$ cat src/rtl/loom_axil_regfile_if.sv
`default_nettype none
// +----------------------------------------------------------------------------+
// | loom_axil_regfile_if : AXI-Lite bus bundle between the demux and regfile.  |
// | Rev 1.0                                                                    |
// +----------------------------------------------------------------------------+
interface loom_axil_regfile_if #(
    parameter int ADDR_WIDTH = 20
);
    logic [ADDR_WIDTH-1:0] araddr;
    logic                  arvalid;
    logic                  arready;
    logic [31:0]           rdata;
    logic [1:0]            rresp;
    logic                  rvalid;
    logic                  rready;
    logic [ADDR_WIDTH-1:0] awaddr;
    logic                  awvalid;
    logic                  awready;
    logic [31:0]           wdata;
    logic [3:0]            wstrb;
    logic                  wvalid;
    logic                  wready;
    logic [1:0]            bresp;
    logic                  bvalid;
    logic                  bready;

    modport master (
        output araddr, arvalid, rready, awaddr, awvalid, wdata, wstrb, wvalid, bready,
        input  arready, rdata, rresp, rvalid, awready, wready, bresp, bvalid
    );

    modport slave (
        input  araddr, arvalid, rready, awaddr, awvalid, wdata, wstrb, wvalid, bready,
        output arready, rdata, rresp, rvalid, awready, wready, bresp, bvalid
    );
endinterface
`default_nettype wire

$ cat src/rtl/loom_axil_regfile.sv
`default_nettype none
// +----------------------------------------------------------------------------+
// | loom_axil_regfile : AXI-Lite slave with N_REGS RW/RO 32-bit registers.     |
// | Optional: LOOM_AXIL_REGFILE_ERR_EN (SLVERR + DEAD_BEEF on misses/RO writes) |
// | Rev 1.0                                                                    |
// +----------------------------------------------------------------------------+
module loom_axil_regfile #(
    parameter int                      ADDR_WIDTH = 20,
    parameter int                      N_REGS     = 16,
    parameter logic [N_REGS-1:0]       RO_MASK    = '0,
    parameter logic [N_REGS-1:0][31:0] RESET_VAL  = '0
) (
    input  logic                    clk_i,
    input  logic                    rst_i,
    loom_axil_regfile_if.slave      s_axil,
    output logic [N_REGS*32-1:0]    reg_q_o,
    input  logic [N_REGS*32-1:0]    hw_rdata_i,
    output logic [N_REGS-1:0]       reg_wr_pulse_o
);

    localparam int                  c_idx_w       = ADDR_WIDTH - 2;
    localparam logic [c_idx_w:0]    c_n_regs      = (c_idx_w + 1)'(N_REGS);
    localparam logic [1:0]          c_resp_okay   = 2'b00;
    localparam logic [1:0]          c_resp_slverr = 2'b10;
`ifdef LOOM_AXIL_REGFILE_ERR_EN
    localparam logic                c_err_en      = 1'b1;
`else
    localparam logic                c_err_en      = 1'b0;
`endif
    localparam logic [1:0]          c_err_resp    = c_err_en ? c_resp_slverr : c_resp_okay;
    localparam logic [31:0]         c_miss_rdata  = c_err_en ? 32'hDEAD_BEEF : 32'h0000_0000;

    localparam logic [0:0] W_IDLE = 1'b0;
    localparam logic [0:0] W_RESP = 1'b1;
    localparam logic [0:0] R_IDLE = 1'b0;
    localparam logic [0:0] R_DATA = 1'b1;

    // Address decode; index compared at full width so high bits never alias.
    logic [c_idx_w-1:0] w_ar_idx, w_aw_idx;
    logic               w_ar_hit, w_aw_hit;

    assign w_ar_idx = s_axil.araddr[ADDR_WIDTH-1:2];
    assign w_aw_idx = s_axil.awaddr[ADDR_WIDTH-1:2];
    assign w_ar_hit = (s_axil.araddr[1:0] == 2'b00) && ({1'b0, w_ar_idx} < c_n_regs);
    assign w_aw_hit = (s_axil.awaddr[1:0] == 2'b00) && ({1'b0, w_aw_idx} < c_n_regs);

    logic [31:0] w_q [N_REGS];
    logic [31:0] w_ar_val;
    logic        w_aw_ro;

    always_comb begin
        w_ar_val = '0;
        w_aw_ro  = 1'b0;
        for (int i = 0; i < N_REGS; i++) begin
            if (w_ar_idx == c_idx_w'(i)) w_ar_val = w_q[i];
            if (w_aw_idx == c_idx_w'(i)) w_aw_ro  = RO_MASK[i];
        end
    end

    // ---------------- write FSM ----------------
    logic [0:0] r_wstate, w_wstate_nxt;
    logic       w_aw_acc, w_bvalid;
    logic [1:0] r_bresp;

    always_ff @(posedge clk_i) begin
        if (rst_i) r_wstate <= W_IDLE;
        else       r_wstate <= w_wstate_nxt;
    end

    always_comb begin
        w_wstate_nxt = r_wstate;
        case (r_wstate)
            W_IDLE:  if (w_aw_acc)      w_wstate_nxt = W_RESP;
            W_RESP:  if (s_axil.bready) w_wstate_nxt = W_IDLE;
            default:                    w_wstate_nxt = W_IDLE;
        endcase
    end

    always_comb begin
        w_aw_acc = (r_wstate == W_IDLE) && s_axil.awvalid && s_axil.wvalid && !rst_i;
        w_bvalid = (r_wstate == W_RESP);
    end

    always_ff @(posedge clk_i) begin
        if (rst_i)         r_bresp <= c_resp_okay;
        else if (w_aw_acc) r_bresp <= (!w_aw_hit || w_aw_ro) ? c_err_resp : c_resp_okay;
    end

    assign s_axil.awready = w_aw_acc;
    assign s_axil.wready  = w_aw_acc;
    assign s_axil.bvalid  = w_bvalid;
    assign s_axil.bresp   = r_bresp;

    // ---------------- read FSM ----------------
    logic [0:0]  r_rstate, w_rstate_nxt;
    logic        w_ar_acc, w_arready, w_rvalid;
    logic [31:0] r_rdata;
    logic [1:0]  r_rresp;

    always_ff @(posedge clk_i) begin
        if (rst_i) r_rstate <= R_IDLE;
        else       r_rstate <= w_rstate_nxt;
    end

    always_comb begin
        w_rstate_nxt = r_rstate;
        case (r_rstate)
            R_IDLE:  if (w_ar_acc)      w_rstate_nxt = R_DATA;
            R_DATA:  if (s_axil.rready) w_rstate_nxt = R_IDLE;
            default:                    w_rstate_nxt = R_IDLE;
        endcase
    end

    always_comb begin
        w_arready = (r_rstate == R_IDLE) && !rst_i;
        w_ar_acc  = w_arready && s_axil.arvalid;
        w_rvalid  = (r_rstate == R_DATA);
    end

    // Read data is captured before any same-cycle write lands, so it returns the old value.
    always_ff @(posedge clk_i) begin
        if (rst_i) begin
            r_rdata <= '0;
            r_rresp <= c_resp_okay;
        end else if (w_ar_acc) begin
            r_rdata <= w_ar_hit ? w_ar_val : c_miss_rdata;
            r_rresp <= w_ar_hit ? c_resp_okay : c_err_resp;
        end
    end

    assign s_axil.arready = w_arready;
    assign s_axil.rvalid  = w_rvalid;
    assign s_axil.rdata   = r_rdata;
    assign s_axil.rresp   = r_rresp;

    // ---------------- register storage ----------------
    generate
        for (genvar gi = 0; gi < N_REGS; gi++) begin : g_reg
            localparam logic [c_idx_w-1:0] c_idx = c_idx_w'(gi);
            if (RO_MASK[gi]) begin : g_ro
                assign w_q[gi]            = hw_rdata_i[gi*32 +: 32];
                assign reg_wr_pulse_o[gi] = 1'b0;
            end else begin : g_rw
                logic [31:0] r_q;
                logic        r_pulse;
                logic        w_sel;
                logic        w_unused_hw;

                assign w_sel       = w_aw_acc && w_aw_hit && (w_aw_idx == c_idx);
                assign w_unused_hw = ^hw_rdata_i[gi*32 +: 32];

                always_ff @(posedge clk_i) begin
                    if (rst_i) begin
                        r_q     <= RESET_VAL[gi];
                        r_pulse <= 1'b0;
                    end else begin
                        r_pulse <= w_sel;
                        if (w_sel) begin
                            for (int b = 0; b < 4; b++) begin
                                if (s_axil.wstrb[b]) r_q[8*b +: 8] <= s_axil.wdata[8*b +: 8];
                            end
                        end
                    end
                end

                assign w_q[gi]            = r_q;
                assign reg_wr_pulse_o[gi] = r_pulse;
            end
            assign reg_q_o[gi*32 +: 32] = w_q[gi];
        end
    endgenerate

endmodule
`default_nettype wire
$ cat src/flat_wrapper.sv
// flat-port wrapper written by rule: the top's interface ports become plain ports
module loom_axil_regfile_flat 
#(
    parameter int                      ADDR_WIDTH = 20,
    parameter int                      N_REGS     = 16,
    parameter logic [N_REGS-1:0]       RO_MASK    = '0,
    parameter logic [N_REGS-1:0][31:0] RESET_VAL  = '0
)
  (clk_i, rst_i, reg_q_o, hw_rdata_i, reg_wr_pulse_o, s_axil_araddr, s_axil_arvalid, s_axil_rready, s_axil_awaddr, s_axil_awvalid, s_axil_wdata, s_axil_wstrb, s_axil_wvalid, s_axil_bready, s_axil_arready, s_axil_rdata, s_axil_rresp, s_axil_rvalid, s_axil_awready, s_axil_wready, s_axil_bresp, s_axil_bvalid);
  loom_axil_regfile_if #(.ADDR_WIDTH(ADDR_WIDTH)) s_axil_i ();
  input  logic clk_i;
  input  logic rst_i;
  output logic [N_REGS*32-1:0] reg_q_o;
  input  logic [N_REGS*32-1:0] hw_rdata_i;
  output logic [N_REGS-1:0] reg_wr_pulse_o;
  input wire logic [$bits(s_axil_i.araddr)-1:0] s_axil_araddr;
  input wire logic [$bits(s_axil_i.arvalid)-1:0] s_axil_arvalid;
  input wire logic [$bits(s_axil_i.rready)-1:0] s_axil_rready;
  input wire logic [$bits(s_axil_i.awaddr)-1:0] s_axil_awaddr;
  input wire logic [$bits(s_axil_i.awvalid)-1:0] s_axil_awvalid;
  input wire logic [$bits(s_axil_i.wdata)-1:0] s_axil_wdata;
  input wire logic [$bits(s_axil_i.wstrb)-1:0] s_axil_wstrb;
  input wire logic [$bits(s_axil_i.wvalid)-1:0] s_axil_wvalid;
  input wire logic [$bits(s_axil_i.bready)-1:0] s_axil_bready;
  output wire logic [$bits(s_axil_i.arready)-1:0] s_axil_arready;
  output wire logic [$bits(s_axil_i.rdata)-1:0] s_axil_rdata;
  output wire logic [$bits(s_axil_i.rresp)-1:0] s_axil_rresp;
  output wire logic [$bits(s_axil_i.rvalid)-1:0] s_axil_rvalid;
  output wire logic [$bits(s_axil_i.awready)-1:0] s_axil_awready;
  output wire logic [$bits(s_axil_i.wready)-1:0] s_axil_wready;
  output wire logic [$bits(s_axil_i.bresp)-1:0] s_axil_bresp;
  output wire logic [$bits(s_axil_i.bvalid)-1:0] s_axil_bvalid;
  assign s_axil_i.araddr = s_axil_araddr;
  assign s_axil_i.arvalid = s_axil_arvalid;
  assign s_axil_i.rready = s_axil_rready;
  assign s_axil_i.awaddr = s_axil_awaddr;
  assign s_axil_i.awvalid = s_axil_awvalid;
  assign s_axil_i.wdata = s_axil_wdata;
  assign s_axil_i.wstrb = s_axil_wstrb;
  assign s_axil_i.wvalid = s_axil_wvalid;
  assign s_axil_i.bready = s_axil_bready;
  assign s_axil_arready = s_axil_i.arready;
  assign s_axil_rdata = s_axil_i.rdata;
  assign s_axil_rresp = s_axil_i.rresp;
  assign s_axil_rvalid = s_axil_i.rvalid;
  assign s_axil_awready = s_axil_i.awready;
  assign s_axil_wready = s_axil_i.wready;
  assign s_axil_bresp = s_axil_i.bresp;
  assign s_axil_bvalid = s_axil_i.bvalid;
  loom_axil_regfile #(.ADDR_WIDTH(ADDR_WIDTH), .N_REGS(N_REGS), .RO_MASK(RO_MASK), .RESET_VAL(RESET_VAL)) u_core (.clk_i(clk_i), .rst_i(rst_i), .s_axil(s_axil_i), .reg_q_o(reg_q_o), .hw_rdata_i(hw_rdata_i), .reg_wr_pulse_o(reg_wr_pulse_o));
endmodule
$ cat config.mk
export PLATFORM = sky130hd
export DESIGN_NAME = loom_axil_regfile_flat
export DESIGN_NICKNAME = d
export VERILOG_FILES = /design/src/rtl/loom_axil_regfile_if.sv /design/src/rtl/loom_axil_regfile.sv /design/src/flat_wrapper.sv
export SDC_FILE = /design/constraint.sdc
export NUM_CORES = 1
export LEC_CHECK = 0
export CORE_AREA = 2 2 456 458
export CTS_BUF_LIST = sky130_fd_sc_hd__clkbuf_2
export DETAILED_ROUTE_END_ITERATION = 8
export DIE_AREA = 0 0 458 460
export PLACE_DENSITY = 0.43
export SLEW_MARGIN = 0
export SYNTH_ARGS = -nofsm -noshare
export SYNTH_HDL_FRONTEND = slang
export SYNTH_SLANG_ARGS = --single-unit
$ cat constraint.sdc
create_clock -name clk_i -period 2.83 [get_ports clk_i]
set_input_delay 0.7075 -clock clk_i [delete_from_list [all_inputs] [get_ports clk_i]]
set_output_delay 0.7075 -clock clk_i [all_outputs]
set_load 0.03 [all_outputs]
==> PnR_summary.wiki <==
{| class="wikitable"
! Metric !! Value
|-
| Status || finished, violations left
|-
| Violated checks || negative setup slack
|-
| Count of endpoints failing hold in the final timing report || 0
|-
| Startpoint of the worst-slack reg-to-reg timing path || u_core.g_reg[11].g_rw.r_q[4]$_SDFFE_PP0P_
|-
| Unrepaired setup endpoints after global routing || true
|-
| Count of flip-flops with a built-in enable after synthesis || 0
|-
| Worst R2R Setup Slack || 0.04 ns
|-
| Highest achievable clock rate || 300 MHz
|-
| Terminus of the critical flop-to-flop path || u_core.s_axil.rdata[4]$_SDFFE_PP0P_
|-
| Number of H-tree levels || 4
|-
| Slew at the pin with the worst max-slew slack || 1.06 ns
|-
| Placement row count || 167
|-
| Post-Syn Instances || 2,610
|-
| Start point of the critical path || u_core.s_axil.bvalid$_SDFF_PP0_
|-
| Count of input and output buffers || 647
|-
| RD Place Congestion || 0.883
|-
| Die outline area || 0.211 mm^2
|-
| Met2 track demand over resource in global routing || 26.7%
|-
| Grt peak-use layer || met1
|-
| Endpoint class of the critical path || primary output
|-
| Number of buffers between clock root and the deepest sink || 3
|-
| Die H || 460 um
|-
| Met3 usage in global routing || 6.35%
|-
| Top FF cell, synth || sky130_fd_sc_hd__dfxtp_1
|-
| Cell leakage power || 23.3 nW
|-
| DRT Wirelength || 209,000 um
|-
| Syn Area/Cell || 9.70 um^2
|-
| Area of combinational cells with multiple inputs || 0.0131 mm^2
|-
| Worst supply voltage drop on vdd || 0.268 mV
|-
| Setup violations, final || 20
|-
| Clk Latency, worst-skew pair || 1.58 ns
|-
| Period utilization || 118%
|-
| Number of CTS-inserted buffers || 167
|-
| Cells taking the most area after synthesis || sky130_fd_sc_hd__dfxtp_1 (44%), sky130_fd_sc_hd__mux2i_1 (21%), sky130_fd_sc_hd__nor2_1 (8.3%)
|-
| Number of iterations in the first detailed-routing pass || 9
|-
| Vias post-DR || 29,073
|-
| Crit Path Max Fanout || 3
|-
| Clock sink count || 562
|-
| Total DRC errors in the routed layout || 0
|-
| Total congestion overflow || 0
|-
| Synth area leader || sky130_fd_sc_hd__dfxtp_1
|-
| Reg area || 0.0128 mm^2
|-
| Die span in x || 458 um
|-
| HPWL after DPL || 165,000 um
|-
| Number of distinct library cells after synthesis || 84
|-
| Worst setup slack before clock tree synthesis || -1.53 ns
|-
| Synth Cell Area || 0.0253 mm^2
|-
| Slowest-stage cell, CP || sky130_fd_sc_hd__dfxtp_4
|-
| Clock root buffer master || sky130_fd_sc_hd__clkbuf_2
|-
| Worst clock skew || 0.150 ns
|-
| Signed area change from the synthesized netlist to the final layout || 89.5%
|-
| Nets || 4,851
|-
| Final setup slack of the worst path || -0.501 ns
|-
| Pwr Total || 15.5 mW
|-
| Part of the Yosys area used for sequential elements || 44.4%
|-
| Initial core utilization || 12.3%
|-
| Count of warnings emitted by yosys || 0
|-
| Number of primary I/O pins || 1,164
|-
| Critical path arrival || 2.62 ns
|-
| Stages on the worst setup path || 5
|-
| Worst relative slew slack || 29.0%
|-
| Pin count of the biggest net entering global routing || 142
|-
| Number of global-route vias before repair || 28,760
|-
| Series of cell instances along the critical path || nand4b_1 -> buf_12 -> clkinv_8 -> buf_12 -> buf_12
|-
| Final-report max-slew violation count || 0
|-
| Total global-route track usage || 19.2%
|-
| Max-cap violations || 0
|-
| Number of filler cells placed in the layout || 22,578
|-
| Ratio of routed vias to standard cells || 4.11
|-
| Startpoint type of the worst setup path || flop
|-
| Largest delay share family, worst path || buffers and inverters
|-
| Fraction of final layout cells with drive strength greater than 1 || 57.8%
|-
| Met1 capacity usage during global routing || 26.9%
|-
| Type of the most critical hold path || primary input to flop
|-
| Wire length of the first global-routing pass || 272,000 um
|-
| Proportion of synthesized flip-flops having asynchronous set or reset || 0%
|-
| Wirelength per Cell || 29.5 um
|-
| Number of antenna violations at the first check in global routing || 26
|-
| CP Buf/Inv Count || 4
|-
| Stage delay of the slowest cell on the critical path || 0.37 ns
|-
| Most numerous cell in the Yosys netlist || sky130_fd_sc_hd__dfxtp_1
|-
| Count of antenna-violating nets left after detailed routing || 0
|-
| Last element of the critical path || s_axil_wready
|-
| Fraction of post-synthesis cell area in the top cell type by area || 44.4%
|-
| Crit Path Category || flop to primary output
|-
| Endpoint required time on the critical path || 2.12 ns
|-
| Flip-flop and latch count after synthesis || 562
|-
| R2R cell count || 7
|-
| Core outline area || 0.206 mm^2
|-
| Crit-path most repeated cell || sky130_fd_sc_hd__buf_12
|-
| Top post-synthesis cells by count || sky130_fd_sc_hd__dfxtp_1 (562), sky130_fd_sc_hd__nor2_1 (561), sky130_fd_sc_hd__mux2i_1 (538), sky130_fd_sc_hd__clkbuf_1 (125), sky130_fd_sc_hd__nand2_1 (101)
|-
| Clock transition at the registers of the reported paths || 0.12 ns
|-
| DR iter-0 viols || 2,585
|-
| Power density over cell area || 324 mW/mm^2
|-
| Shortest clock period the worst path allows after layout || 3.33 ns
|-
| CTS tree || built
|}
[tightest hold or removal path: cells and delay by family]
kind | cells | cell delay [ns]
AND/OR/NAND/NOR | 4 | 0.34
buffers and inverters | 3 | 0.73
[layer usage]
layer | up-vias | routed length (um)
li1 | 12756 | -
met1 | 14504 | 98200
met2 | 1570 | 82800
met3 | 241 | 19800
met4 | 2 | 8010
met5 | - | 12
[layout by cell type (no fill, tap or decap), types with 9 or more instances in the layout]
master                            netlist  final
sky130_fd_sc_hd__buf_4                 37    893
sky130_fd_sc_hd__nor2_1               561    557
sky130_fd_sc_hd__mux2i_1              538    538
sky130_fd_sc_hd__buf_6                  4    432
sky130_fd_sc_hd__dfxtp_4                0    353
sky130_fd_sc_hd__clkbuf_2               1    234
sky130_fd_sc_hd__dfxtp_2                0    209
sky130_fd_sc_hd__buf_12                 0    133
sky130_fd_sc_hd__nand2_1              101    101
sky130_fd_sc_hd__buf_8                  0    100
sky130_fd_sc_hd__clkdlybuf4s50_1        0     77
sky130_fd_sc_hd__o21ai_0               73     72
sky130_fd_sc_hd__a21oi_1               63     62
sky130_fd_sc_hd__dlygate4sd3_1          0     60
sky130_fd_sc_hd__nand3_2               42     42
sky130_fd_sc_hd__a221oi_1              28     27
sky130_fd_sc_hd__o22ai_1               25     25
sky130_fd_sc_hd__a22oi_1               25     25
sky130_fd_sc_hd__nor3_1                24     24
sky130_fd_sc_hd__clkinv_1               1     24
sky130_fd_sc_hd__nand3_4               22     22
sky130_fd_sc_hd__and2_1                21     21
sky130_fd_sc_hd__mux4_2                21     21
sky130_fd_sc_hd__a222oi_1              19     19
sky130_fd_sc_hd__mux2_2                17     17
sky130_fd_sc_hd__nand3_1               16     16
sky130_fd_sc_hd__diode_2                0     15
sky130_fd_sc_hd__o211ai_1              13     13
sky130_fd_sc_hd__a211oi_1              12     12
sky130_fd_sc_hd__or3_1                 12     12
sky130_fd_sc_hd__o221ai_1              10     10
sky130_fd_sc_hd__a2bb2oi_1              9      9
sky130_fd_sc_hd__o2bb2ai_1              9      9
[how the worst min path moves through the flow]
stage | startpoint | end | slack [ns] | cells after the start
detailed placement | u_core.s_axil.rdata[9]$_SDFFE_PP0P_ | u_core.s_axil.rdata[9]$_SDFFE_PP0P_ | 0.50 | 2
floorplan | u_core.s_axil.bvalid$_SDFF_PP0_ | u_core.s_axil.bvalid$_SDFF_PP0_ | 0.57 | 2
finish | s_axil_awaddr[9] | u_core.g_reg[10].g_rw.r_pulse$_SDFF_PP0_ | 0.20 | 7
global route | s_axil_awaddr[8] | u_core.g_reg[10].g_rw.r_pulse$_SDFF_PP0_ | 0.1 | 7
CTS | s_axil_araddr[0] | u_core.s_axil.rdata[27]$_SDFFE_PP0P_ | 0.03 | 7
global placement | u_core.g_reg[1].g_rw.r_q[24]$_SDFFE_PP0P_ | u_core.g_reg[1].g_rw.r_q[24]$_SDFFE_PP0P_ | 0.50 | 2
[power breakdown]
group          internal (mW)  switching, mW  leakage (nW)  total [mW]
Clock                   2.41           4.17          1.11        6.58
Combinational          0.457          0.930          17.3        1.39
Sequential              7.56        0.00288          4.92        7.56
[logic make-up after synthesis]
group | after synthesis | synth area share [%]
flip-flops | 562 | 44.4
other | 1 | 0.0148
multiplexers | 576 | 23.9
AND/OR/NAND/NOR | 865 | 16.8
AO/OA/AOI/OAI | 374 | 10.5
buffers and inverters | 232 | 4.32
[registers in the layout, indices dropped and copies added (netlist names)]
signal                 count
u_core.g.g_rw.r_q        512
u_core.s_axil.rdata       32
u_core.s_axil.rvalid       1
u_core.g.g_rw.r_pulse     16
u_core.s_axil.bvalid       1
[layout make-up]
cell class	instances	share of cell area (%)
Clock inverter	42	0.615
Tap cell	2704	7.05
Antenna cell	15	0.0782
Sequential cell	562	26.8
Timing Repair Buffer	1697	35.7
Multi-Input combinational cell	1819	27.3
Clock buffer	234	2.44
Inverter	9	0.0965
[metrics by stage]
| stage | cells | utilization [%] | setup TNS, ns | instance area, um^2 | hold slack, ns |
|---|---|---|---|---|---|
| after floorplan | 2613 | - | 0 | 25300 | 0.572 |
| after global placement | 6226 | 18.9 | -209.84 | 39000 | 0.495 |
| after detailed placement | 6226 | 18.9 | -215.25 | 39000 | 0.504 |
| after CTS | 7046 | 23.1 | -129.48 | 47700 | 0.0261 |
| after global routing | 7072 | 23.3 | -39.11 | 48000 | 0.0991 |
| final | 7082 | 23.3 | -1.38 | 48000 | 0.202 |
[what timing repair did]
| item | 4_1_cts | 5_1_grt |
|---|---|---|
| setup endpoints to repair | 565 | 639 |
| hold buffers | 66 | 0 |
| pin swaps | 0 | 6 |
| buffers inserted | 478 | 27 |
| gates resized for setup | 4966 | 36 |
| hold endpoints to repair | 550 | 0 |
Power figures use the tool's default switching activity.
